## src/rtl/coin_acceptor_pkg.sv

```systemverilog
// Shared constants for the coin acceptor front-end and the vending FSM it feeds.
package coin_acceptor_pkg;

  localparam int unsigned DEBOUNCE_CYCLES_DEF = 4;
  localparam int unsigned LOCKOUT_CYCLES_DEF  = 8;
  localparam int unsigned CNT_W_DEF           = 8;

  localparam int unsigned STATE_W = 1;
  localparam logic [STATE_W-1:0] IDLE    = 1'b0;
  localparam logic [STATE_W-1:0] LOCKOUT = 1'b1;

  localparam int unsigned COIN_VALUE_5  = 5;
  localparam int unsigned COIN_VALUE_10 = 10;

  typedef struct packed {
    logic coin_5;
    logic coin_10;
    logic reject;
    logic busy;
  } acc_out_t;

endpackage

```

## src/rtl/coin_acceptor_if.sv

```systemverilog
// Sensor/enable inputs and pulse outputs between the coin front-end and its neighbours.
interface coin_acceptor_if;
  logic coin_5_raw;
  logic coin_10_raw;
  logic accept_en;
  logic coin_5;
  logic coin_10;
  logic reject;
  logic busy;

  modport master (
    output coin_5_raw, coin_10_raw, accept_en,
    input  coin_5, coin_10, reject, busy
  );

  modport slave (
    input  coin_5_raw, coin_10_raw, accept_en,
    output coin_5, coin_10, reject, busy
  );
endinterface

```

## src/rtl/coin_acceptor_debounce.sv

```systemverilog
// One coin sensor: two-flop synchroniser, symmetric debounce counter, rising-edge detect.
module coin_acceptor_debounce #(
  parameter int unsigned DEBOUNCE_CYCLES = 4,
  parameter int unsigned CNT_W           = 8
) (
  input  logic clk,
  input  logic reset,
  input  logic raw,
  output logic rise_c
);

  logic             sync1;
  logic             sync2;
  logic             stable;
  logic             stable_d;
  logic [CNT_W-1:0] cnt;

  // Stable flips on the cycle the disagreement run would reach DEBOUNCE_CYCLES.
  always_ff @(posedge clk or posedge reset) begin
    if (reset) begin
      sync1    <= 1'b0;
      sync2    <= 1'b0;
      stable   <= 1'b0;
      stable_d <= 1'b0;
      cnt      <= '0;
    end else begin
      sync1    <= raw;
      sync2    <= sync1;
      stable_d <= stable;
      if (sync2 == stable) begin
        cnt <= '0;
      end else if (cnt == CNT_W'(DEBOUNCE_CYCLES - 1)) begin
        stable <= ~stable;
        cnt    <= '0;
      end else begin
        cnt <= cnt + CNT_W'(1);
      end
    end
  end

  assign rise_c = stable & ~stable_d;

endmodule

```

## src/rtl/coin_acceptor.sv

```systemverilog
// Coin acceptor front-end: debounced sensors, accept/reject decision and post-event lockout.
module coin_acceptor
  import coin_acceptor_pkg::*;
#(
  parameter int unsigned DEBOUNCE_CYCLES = DEBOUNCE_CYCLES_DEF,
  parameter int unsigned LOCKOUT_CYCLES  = LOCKOUT_CYCLES_DEF,
  parameter int unsigned CNT_W           = CNT_W_DEF
) (
  input logic            clk,
  input logic            reset,
  coin_acceptor_if.slave bus
);

  logic               rise_5_c;
  logic               rise_10_c;
  logic [STATE_W-1:0] state;
  logic [STATE_W-1:0] state_nxt;
  logic [CNT_W-1:0]   lock_cnt;
  logic [CNT_W-1:0]   lock_cnt_nxt;
  acc_out_t           out_q;
  acc_out_t           out_nxt;

  coin_acceptor_debounce #(
    .DEBOUNCE_CYCLES (DEBOUNCE_CYCLES),
    .CNT_W           (CNT_W)
  ) u_deb_5 (
    .clk    (clk),
    .reset  (reset),
    .raw    (bus.coin_5_raw),
    .rise_c (rise_5_c)
  );

  coin_acceptor_debounce #(
    .DEBOUNCE_CYCLES (DEBOUNCE_CYCLES),
    .CNT_W           (CNT_W)
  ) u_deb_10 (
    .clk    (clk),
    .reset  (reset),
    .raw    (bus.coin_10_raw),
    .rise_c (rise_10_c)
  );

  always_ff @(posedge clk or posedge reset) begin
    if (reset) begin
      state    <= IDLE;
      lock_cnt <= '0;
      out_q    <= '0;
    end else begin
      state    <= state_nxt;
      lock_cnt <= lock_cnt_nxt;
      out_q    <= out_nxt;
    end
  end

  // Rises seen while locked out are dropped without restarting the window.
  always_comb begin
    state_nxt    = state;
    lock_cnt_nxt = lock_cnt;
    out_nxt      = '0;
    case (state)
      IDLE: begin
        if (rise_5_c || rise_10_c) begin
          state_nxt    = LOCKOUT;
          lock_cnt_nxt = '0;
          if (rise_5_c && rise_10_c) begin
            out_nxt.reject = 1'b1;
          end else if (bus.accept_en) begin
            out_nxt.coin_5  = rise_5_c;
            out_nxt.coin_10 = rise_10_c;
          end else begin
            out_nxt.reject = 1'b1;
          end
        end
      end
      LOCKOUT: begin
        if (lock_cnt == CNT_W'(LOCKOUT_CYCLES - 1)) begin
          state_nxt    = IDLE;
          lock_cnt_nxt = '0;
        end else begin
          lock_cnt_nxt = lock_cnt + CNT_W'(1);
        end
      end
      default: begin
        state_nxt    = IDLE;
        lock_cnt_nxt = '0;
      end
    endcase
    out_nxt.busy = (state_nxt == LOCKOUT);
  end

  assign bus.coin_5  = out_q.coin_5;
  assign bus.coin_10 = out_q.coin_10;
  assign bus.reject  = out_q.reject;
  assign bus.busy    = out_q.busy;

endmodule

```

## src/flat_wrapper.sv

```systemverilog
// flat-port wrapper written by rule: the top's interface ports become plain ports
module coin_acceptor_flat import coin_acceptor_pkg::*;
#(
  parameter int unsigned DEBOUNCE_CYCLES = DEBOUNCE_CYCLES_DEF,
  parameter int unsigned LOCKOUT_CYCLES  = LOCKOUT_CYCLES_DEF,
  parameter int unsigned CNT_W           = CNT_W_DEF
)
  (clk, reset, bus_coin_5_raw, bus_coin_10_raw, bus_accept_en, bus_coin_5, bus_coin_10, bus_reject, bus_busy);
  coin_acceptor_if bus_i ();
  input logic clk;
  input logic reset;
  input wire logic [$bits(bus_i.coin_5_raw)-1:0] bus_coin_5_raw;
  input wire logic [$bits(bus_i.coin_10_raw)-1:0] bus_coin_10_raw;
  input wire logic [$bits(bus_i.accept_en)-1:0] bus_accept_en;
  output wire logic [$bits(bus_i.coin_5)-1:0] bus_coin_5;
  output wire logic [$bits(bus_i.coin_10)-1:0] bus_coin_10;
  output wire logic [$bits(bus_i.reject)-1:0] bus_reject;
  output wire logic [$bits(bus_i.busy)-1:0] bus_busy;
  assign bus_i.coin_5_raw = bus_coin_5_raw;
  assign bus_i.coin_10_raw = bus_coin_10_raw;
  assign bus_i.accept_en = bus_accept_en;
  assign bus_coin_5 = bus_i.coin_5;
  assign bus_coin_10 = bus_i.coin_10;
  assign bus_reject = bus_i.reject;
  assign bus_busy = bus_i.busy;
  coin_acceptor #(.DEBOUNCE_CYCLES(DEBOUNCE_CYCLES), .LOCKOUT_CYCLES(LOCKOUT_CYCLES), .CNT_W(CNT_W)) u_core (.clk(clk), .reset(reset), .bus(bus_i));
endmodule
```

## config.mk

```make
export PLATFORM = sky130hd
export DESIGN_NAME = coin_acceptor_flat
export DESIGN_NICKNAME = d
export VERILOG_FILES = /design/src/rtl/coin_acceptor_pkg.sv /design/src/rtl/coin_acceptor_if.sv /design/src/rtl/coin_acceptor_debounce.sv /design/src/rtl/coin_acceptor.sv /design/src/flat_wrapper.sv
export SDC_FILE = /design/constraint.sdc
export NUM_CORES = 1
export LEC_CHECK = 0
export BUFFER_PORTS_ARGS = -buffer_cell sky130_fd_sc_hd__buf_2
export CORE_ASPECT_RATIO = 1.4
export CORE_MARGIN = 2
export CORE_UTILIZATION = 55
export CTS_BUF_LIST = sky130_fd_sc_hd__clkbuf_4
export DETAILED_ROUTE_END_ITERATION = 6
export HOLD_SLACK_MARGIN = 0.08
export PLACE_DENSITY_LB_ADDON = 0.08
export SLEW_MARGIN = 40
export SYNTH_ARGS = -nofsm -noshare
export SYNTH_HDL_FRONTEND = slang
export SYNTH_SLANG_ARGS = --single-unit
```

## constraint.sdc

```tcl
create_clock -name clk -period 2.7 [get_ports clk]
set_clock_uncertainty 0.2 [all_clocks]
set_input_delay 0.27 -clock clk [delete_from_list [all_inputs] [get_ports clk]]
set_output_delay 0.27 -clock clk [all_outputs]
set_load 0.03 [all_outputs]
```

==> run summary <==
Post-CTS Setup Bufs: 0
Maxcap violations: 0
Worst-Skew Late Latency: 0.34 ns
Critical Path Source Type: flip-flop
Yosys warns: 0
Fin crit share: 79.0%
Mapped Area: 1630 um^2
Final min period: 2.13 ns
Clk pwr share: 23.4%
Clk slew on worst S/H paths: 0.11 ns
Combinational Power Share: 27.9%
Met1 Use GR: 22.3%
Die span in x: 50.0 um
Syn-to-layout area delta: 13.3%
First-pass iteration count of the detailed router: 4
#FFs+latches synth: 36
Net count, final: 178
Synthesized area per cell: 11.1 um^2
Met3 Usage GRT: 6.11%
Die area: 3420 um^2
CP endpoint kind: flip-flop
Port bufs: 8
CP max FO: 7
Pin count of the biggest net entering global routing: 27
Final hold vios: 0
Switch share: 35.2%
Final hold slack: 0.159 ns
Resized cells post-CTS: 0
Routability congestion estimate: 0.832
Layout cells sized above 1: 17.3%
DP Worst Slack: 0.600 ns
IO Pins: 9
Area contributors post-synth: dfrtp_1 55%, xor2_1 6.4%, nand3_1 5.8%
First-pass GRT wire length: 5210 um
Clock Tree Buf Depth: 2
Slew @ Worst Pin: 0.511 ns
Num CTS Buffers: 5
Leakage: 0.892 nW
Vias in the first global route: 1169
Final Max Slew Viols: 0
Core box area: 2850 um^2
Power per cell area: 880 nW/um^2
GR Layer Usage met2: 36.7%
Max Clk Rate: 0.469 GHz
Crit path DAT: 2.15 ns
Share of Yosys cell area claimed by the top area cell type: 55.2%
Slew headroom: 65.8%
H-tree levels: 2
CTS tree: yes
Setup ws final: 0.568 ns
Congestion Overflow GR: 0
Cells after Synth: 147
Initial core utilization: 57.3%
Busiest grt layer: met2
DPL Wire Length: 2000 um
Residual DRC count: 0
Reg power frac: 48.7%
Final core occ: 64.9%
Final antenna-violating net count: 0
Post-route non-filler standard cell count: 205
R2r setup slk: 0.57 ns
Area leader, netlist: dfrtp_1
Initial antenna violation count: 0
Most common cell after layout, fill and taps aside: dfrtp_1
Unrepaired setup endpoints after global routing: false
Distinct cell type count after synthesis: 29
Internal power: 1.05 mW
Vert. Die Dim: 68.4 um
Worst IR drop on VDD: 0.513 mV
Routed via count: 1145
Root buffer selected by CTS: clkbuf_4
DRT iter0 DRCs: 18
CP Data Required Time: 2.72 ns
Kind of critical path: flip-flop to flip-flop
Post-Syn Nets: 158
Switching power: 0.573 mW
Status: complete, no violations
Placed cells: 193
Detailed-route wire length: 2920 um
Post-synthesis sequential area ratio: 55.2%
Via-per-instance ratio: 5.59
Rows: 23
ANT cells: 0
Overall routing resource usage: 20.9%
Setup TNS: 0 ns
Commonest cells after routing, fill and taps aside: 36 x dfrtp_1, 19 x nand3_1, 17 x nor2_1
Final setup fails: 0
Clk sinks: 36
Worst min path class: flip-flop to flip-flop
Mean routed wirelength per cell: 14.2 um
## power by group through the flow
stage                     Clock, mW  Sequential, mW  Combinational, mW
after global placement            0           0.791              0.431
after detailed placement          0           0.803              0.450
after CTS                     0.396           0.793              0.460
final                         0.382           0.792              0.454
after global routing          0.419           0.816              0.516
after floorplan                   0           0.779              0.336
## layer usage
metal	routed length (um)	up-vias	part of all wire [%]
li1	-	552	-
met1	1180	570	40
met2	1610	16	55
met3	76	7	2.6
met4	48	0	1.6
met5	0	-	0
## registers in the layout (all words and copies together) (netlist names)
name / cells
u_core.u_deb_5.stable: 1
u_core.u_deb_5.sync1: 1
u_core.lock_cnt: 8
u_core.u_deb_5.cnt: 8
u_core.u_deb_10.sync2: 1
u_core.bus.coin_5: 1
u_core.u_deb_10.sync1: 1
u_core.bus.reject: 1
u_core.u_deb_10.stable: 1
u_core.u_deb_10.stable_d: 1
u_core.u_deb_5.sync2: 1
u_core.state: 1
u_core.u_deb_10.cnt: 8
u_core.bus.coin_10: 1
u_core.u_deb_5.stable_d: 1
## synthesized netlist by cell type (all sizes together)
master / number
dfrtp: 36
nand3: 19
nor2: 17
xor2: 12
nand2: 11
and3: 6
ha: 6
a21oi: 4
or4: 4
inv: 3
nand2b: 3
nor3: 3
o21ai: 3
or4b: 3
a21o: 2
mux2: 2
nor2b: 2
or3: 2
xnor2: 2
clkbuf: 1
mux2i: 1
nor4: 1
o21bai: 1
o31ai: 1
o41ai: 1
or2: 1
## kinds of logic after synthesis
group / count (synthesis) / synth area share [%]
adders and majority gates: 6 / 4.60
DFF: 36 / 55.2
AOI/OAI and AO/OA: 12 / 5.67
muxes: 3 / 2.45
and+or+nand+nor: 72 / 23.6
xor gates and xnor gates: 14 / 7.52
buffers and inverters: 4 / 0.920
## per-stage QoR
stage	power, mW	cell area, um^2
after floorplan	1.11	1630
after global placement	1.22	1730
after detailed placement	1.25	1730
after CTS	1.65	1850
after global routing	1.75	1850
final	1.63	1850
## repair_timing
item / in CTS / in global routing
setup endpoints to repair: 0 / 0
hold buffers: 4 / 0
hold endpoints to repair: 15 / 0
## critical path, stage by stage (launching register included)
cell,delay (ns)
dfrtp_1,0.46
ha_1,0.20
or4b_1,0.43
or4_4,0.44
nand2_1,0.21
nor2_1,0.08
## final timing paths
path	startpoint	to	depth (start not counted)
max	u_core.u_deb_5.cnt[0]$_DFF_PP0_	u_core.u_deb_5.cnt[2]$_DFF_PP0_	5
min	u_core.u_deb_10.sync1$_DFF_PP0_	u_core.u_deb_10.sync2$_DFF_PP0_	0
max reg2reg	u_core.u_deb_5.cnt[0]$_DFF_PP0_	u_core.u_deb_5.cnt[2]$_DFF_PP0_	5
min reg2reg	u_core.u_deb_10.sync1$_DFF_PP0_	u_core.u_deb_10.sync2$_DFF_PP0_	0
max in group asynchronous	reset	u_core.u_deb_10.cnt[0]$_DFF_PP0_	4
min in group asynchronous	reset	u_core.lock_cnt[6]$_DFFE_PP0P_	3
## final cells by class
class,count,area [um^2]
repair buffers,14,95.1
well taps,37,46.3
clock inverters,2,35.0
clock buffers,6,45.0
flip-flops and latches,36,901
inverters,3,11.3
fillers,238,1000
multi-input cells,107,716
(Power assumes the default switching activity.)
